===== src/rtl/sqrt_arbiter.sv =====
// Round-robin arbiter sharing one square-root core among four requesters; grant-to-core_go latency 1 cycle.
// Losing or late requesters are held off (no req_ready) until the block returns to IDLE; aborts after TIMEOUT cycles.
module sqrt_arbiter #(
   parameter int TIMEOUT = 200
) (
   input  logic        clock,
   input  logic        reset,
   input  logic [3:0]  req_valid,
   input  logic [31:0] req_n,
   output logic [3:0]  req_ready,
   output logic [3:0]  resp_valid,
   output logic [3:0]  resp_answer,
   output logic        resp_err,
   output logic        busy,
   output logic        core_go,
   output logic [7:0]  core_n,
   input  logic [3:0]  core_answer,
   input  logic        core_over,
   output logic        core_reset
);

   localparam int CW = $clog2(TIMEOUT + 1);
   localparam logic [CW-1:0] TMO = CW'(TIMEOUT);

   typedef enum logic [1:0] {
      IDLE    = 2'd0,
      RUN     = 2'd1,
      RELEASE = 2'd2
   } state_t;

   state_t state_q, state_d;

   logic [CW-1:0] cnt_q, cnt_d;
   logic [1:0]    rr_ptr_q, rr_ptr_d;
   logic [1:0]    gnt_q, gnt_d;
   logic [3:0]    req_ready_q, req_ready_d;
   logic [3:0]    resp_valid_q, resp_valid_d;
   logic [3:0]    resp_answer_q, resp_answer_d;
   logic          resp_err_q, resp_err_d;
   logic          busy_q, busy_d;
   logic          core_go_q, core_go_d;
   logic [7:0]    core_n_q, core_n_d;
   logic          core_reset_q, core_reset_d;

   logic          sel_vld;
   logic [1:0]    sel_idx;
   logic [1:0]    cand;
   logic          tmo;

   assign tmo = (cnt_q == TMO);

   // Walk offsets from high to low so the smallest offset from rr_ptr wins.
   always_comb begin
      sel_vld = 1'b0;
      sel_idx = rr_ptr_q;
      cand    = 2'd0;
      for (int i = 3; i >= 0; i--) begin
         cand = rr_ptr_q + 2'(i);
         if (req_valid[cand]) begin
            sel_vld = 1'b1;
            sel_idx = cand;
         end
      end
   end

   always_ff @(posedge clock or posedge reset) begin
      if (reset) begin
         state_q <= IDLE;
      end else begin
         state_q <= state_d;
      end
   end

   always_comb begin
      state_d = state_q;
      case (state_q)
         IDLE:    if (sel_vld) state_d = RUN;
         RUN:     if (core_over || tmo) state_d = RELEASE;
         RELEASE: if (!core_over) state_d = IDLE;
         default: state_d = IDLE;
      endcase
   end

   always_comb begin
      req_ready_d   = 4'd0;
      resp_valid_d  = 4'd0;
      resp_err_d    = 1'b0;
      core_reset_d  = 1'b0;
      resp_answer_d = resp_answer_q;
      core_go_d     = core_go_q;
      core_n_d      = core_n_q;
      cnt_d         = cnt_q;
      gnt_d         = gnt_q;
      rr_ptr_d      = rr_ptr_q;
      busy_d        = (state_d != IDLE);
      case (state_q)
         IDLE: begin
            if (sel_vld) begin
               gnt_d       = sel_idx;
               req_ready_d = 4'b0001 << sel_idx;
               core_n_d    = req_n[{sel_idx, 3'b000} +: 8];
               core_go_d   = 1'b1;
               cnt_d       = '0;
            end
         end
         RUN: begin
            // core_over takes priority over a simultaneous timeout
            if (core_over) begin
               resp_valid_d  = 4'b0001 << gnt_q;
               resp_answer_d = core_answer;
               core_go_d     = 1'b0;
            end else if (tmo) begin
               resp_valid_d  = 4'b0001 << gnt_q;
               resp_err_d    = 1'b1;
               resp_answer_d = 4'd0;
               core_reset_d  = 1'b1;
               core_go_d     = 1'b0;
            end else begin
               cnt_d = cnt_q + CW'(1);
            end
         end
         RELEASE: begin
            if (!core_over) rr_ptr_d = gnt_q + 2'd1;
         end
         default: ;
      endcase
   end

   always_ff @(posedge clock or posedge reset) begin
      if (reset) begin
         cnt_q         <= '0;
         rr_ptr_q      <= 2'd0;
         gnt_q         <= 2'd0;
         req_ready_q   <= 4'd0;
         resp_valid_q  <= 4'd0;
         resp_answer_q <= 4'd0;
         resp_err_q    <= 1'b0;
         busy_q        <= 1'b0;
         core_go_q     <= 1'b0;
         core_n_q      <= 8'd0;
         core_reset_q  <= 1'b0;
      end else begin
         cnt_q         <= cnt_d;
         rr_ptr_q      <= rr_ptr_d;
         gnt_q         <= gnt_d;
         req_ready_q   <= req_ready_d;
         resp_valid_q  <= resp_valid_d;
         resp_answer_q <= resp_answer_d;
         resp_err_q    <= resp_err_d;
         busy_q        <= busy_d;
         core_go_q     <= core_go_d;
         core_n_q      <= core_n_d;
         core_reset_q  <= core_reset_d;
      end
   end

   assign req_ready   = req_ready_q;
   assign resp_valid  = resp_valid_q;
   assign resp_answer = resp_answer_q;
   assign resp_err    = resp_err_q;
   assign busy        = busy_q;
   assign core_go     = core_go_q;
   assign core_n      = core_n_q;
   assign core_reset  = core_reset_q;

endmodule


===== config.mk =====
export PLATFORM = sky130hd
export DESIGN_NAME = sqrt_arbiter
export DESIGN_NICKNAME = d
export VERILOG_FILES = /design/src/rtl/sqrt_arbiter.sv
export SDC_FILE = /design/constraint.sdc
export NUM_CORES = 1
export LEC_CHECK = 0
export CORE_MARGIN = 2
export CORE_UTILIZATION = 33
export DETAILED_ROUTE_END_ITERATION = 10
export GPL_TIMING_DRIVEN = 1
export SLEW_MARGIN = 15
export SYNTH_ARGS = -nofsm -noshare
export SYNTH_HDL_FRONTEND = slang
export SYNTH_SLANG_ARGS = --single-unit

===== constraint.sdc =====
create_clock -name clock -period 2.55 [get_ports clock]
set_input_delay 0.3825 -clock clock [delete_from_list [all_inputs] [get_ports clock]]
set_output_delay 0.3825 -clock clock [all_outputs]
set_load 0.1 [all_outputs]

==> impl_metrics.env <==
export IMPL_status="complete, no violations"
export IMPL_coreArea_mm2=0.005886
export IMPL_yosysWarnings=0
export IMPL_required_ns=2.73
export IMPL_fin_crit_sh_pct=80.77
export IMPL_grt_usage_pct=16.30
export IMPL_drive_gt1_share_pct=19.03
export IMPL_fmax_ghz=0.4855
export IMPL_synthFlopType="dfrtp_1"
export IMPL_avgSynthCellArea_um2=10.22
export IMPL_cp_max_fo=10
export IMPL_ys_types=46
export IMPL_grt_ovfl_total=0
export IMPL_hold_buffers=0
export IMPL_p_per_area_mw_per_mm2=1354
export IMPL_r2r_cells=6
export IMPL_p_leak_nw=1.270
export IMPL_cts_buffers=5
export IMPL_post_cts_resized=0
export IMPL_synthTopCellsByCount="dfrtp_1 (37), nor2_1 (14), nand4_1 (12)"
export IMPL_antenna_left=0
export IMPL_synth_seq_area_share_pct=46.22
export IMPL_rows=28
export IMPL_ys_ff_latch=37
export IMPL_r2r_end="resp_answer[0]"
export IMPL_fillers=583
export IMPL_htreeDepth=2
export IMPL_drv_slew=0
export IMPL_clock_sinks=37
export IMPL_setup_violations=0
export IMPL_rsz0062_at_grt="no"
export IMPL_wl_per_cell_um=14.63
export IMPL_worstPathArrival_ns=2.24
export IMPL_start_util_pct=34.03
export IMPL_drt_iter0_drc=105
export IMPL_timing_rr_start="cnt_q[0]"
export IMPL_dp_hpwl_mm=3.708
export IMPL_vias=1794
export IMPL_portBuffers=66
export IMPL_top_layer="met4"
export IMPL_yosys_area_top_type="dfrtp_1"
export IMPL_drc=0
export IMPL_synth_area_mm2=0.002003
export IMPL_wl_met1_mm=2.277
export IMPL_die_width_um=81.91
export IMPL_routed_wl_mm=5.017
export IMPL_hold_viol=0
export IMPL_grt_pass1_wl_mm=8.231
export IMPL_finalWorstPathRequiredPeriod_ns=2.060
export IMPL_tns_ns=0
export IMPL_async_reset_ff_share_pct=100.0
export IMPL_post_cts_buffers=0
export IMPL_critPathCaptureType="flip-flop"
export IMPL_synth_edff_count=0
export IMPL_routed_via_density=5.230
export IMPL_maxCapViolCount=0
export IMPL_worst_setup_path_type="in -> reg"
export IMPL_synth_top_area_share_pct=46.22
export IMPL_crit_end="core_n[2]"
export IMPL_dieHeight_um=81.91
export IMPL_antennaDiodeCount=0
export IMPL_worstMarginPinSlew_ns=0.6634
export IMPL_post_synth_top_count_cell="dfrtp_1"
export IMPL_gp_congestion=0.9369
export IMPL_met3_length_um=341
export IMPL_hold_class="in -> async"
export IMPL_synthCells=196
export IMPL_synthTopCellsByArea="dfrtp_1 (46%), a221o_1 (4.0%), ha_1 (3.7%)"
export IMPL_fin_skew_ns=0.009232
export IMPL_ff2ff_setup_slack_ns=0.67
export IMPL_crit_path_start_kind="input pin"
export IMPL_grt_pass1_vias=1701
export IMPL_grt_max_degree=38
export IMPL_met2_length_mm=2.334
export IMPL_slew_headroom_pct=55.47
export IMPL_post_route_util_pct=48.26
export IMPL_insertion_delay_ns=0.29
export IMPL_antenna_found_initial=0
export IMPL_cts_max_path_buffers=2
export IMPL_path_clk_slew_ns=0.08
export IMPL_cts_tree="built"
export IMPL_area_growth_pct=41.79
export IMPL_clockRootBuffer="clkbuf_8"
export IMPL_crit_start="req_valid[1]"
export IMPL_nNetsFinal=316
export IMPL_synth_nets=245
export IMPL_pin_count=67
export IMPL_ir_worst_vdd_mv=0.7906
export IMPL_die_area_mm2=0.006709
export IMPL_first_pass_iters=4
## per-layer routing
metal | GRT usage [%] | up-vias
met5 | 0 | -
met4 | 6.000 | 0
met3 | 4.286 | 6
met2 | 26.34 | 61
met1 | 20.91 | 856
li1 | - | 871
## cell usage in the layout (no fill, tap or decap), drive strengths merged, types with 5 or more instances in the layout
master          n
o31ai           8
o21ai          10
nand4          12
nor2           15
clkbuf          5
nand2           9
nor2b           6
buf            31
a221o           8
a21oi          11
ha              6
and2            5
inv            12
o22a            8
dfrtp          37
clkdlybuf4s50  42
## cell type report
class,instances,area [µm²],area share [%]
repair buffers,73,653.1,23.00
well taps,75,93.84,3.304
flip-flops and latches,37,925.9,32.60
clock buffers,5,68.82,2.423
inverters,11,41.29,1.454
clock inverters,3,68.82,2.423
multi-input cells,139,988.4,34.80
## worst max-delay path, cell delays in order
cell and delay [ns]:
clkdlybuf4s50_1 0.67, nor2_1 0.10, o21ai_0 0.28, nand3_2 0.24, a221o_1 0.40, o22a_1 0.15
## logic make-up after synthesis
group           Yosys count  share of synthesized area, %
simple gates             65                         18.43
xor+xnor                  5                         2.186
buf+inv                  20                         4.809
fa+ha+maj                 6                         3.748
compound gates           62                         24.11
mux                       1                        0.4997
flops                    37                         46.22
## worst min path at each step
stage | to | depth (start not counted) | from | slack, ns
finish | core_reset | 3 | reset | 0.49
global route | resp_answer[3] | 1 | resp_answer[3] | 0.53
CTS | core_go | 2 | core_go | 0.49
detailed placement | core_go | 2 | core_go | 0.47
global placement | core_go | 2 | core_go | 0.47
floorplan | rr_ptr_q[0] | 1 | gnt_q[0] | 0.49
## report_power, final
group | switching [mW] | internal [mW] | leakage, nW
Combinational | 1.61 | 0.656 | 0.735
Sequential | 0.172 | 0.792 | 0.466
Clock | 0.225 | 0.394 | 0.0687
## through the flow
step           total power, mW  setup WS (ns)  cell area [µm²]  instances  hold WS [ns]
2_1_floorplan            2.703         0.8435             2003        196        0.4914
3_3_place_gp             3.243         0.2275             2703        335        0.4717
3_5_place_dp             3.248         0.1863             2703        335        0.4728
4_1_cts                  3.876         0.5003             2840        343        0.4938
5_1_grt                  4.068         0.3372             2840        343        0.5335
6_report                 3.844         0.4903             2840        343        0.4934
## registers in the layout, indices dropped and copies added (netlist names)
signal       flops
gnt_q            2
resp_valid       4
core_go          1
req_ready        4
cnt_q            8
core_reset       1
resp_answer      4
rr_ptr_q         2
busy             1
core_n           8
state_q          2
Power figures use the tool's default switching activity.
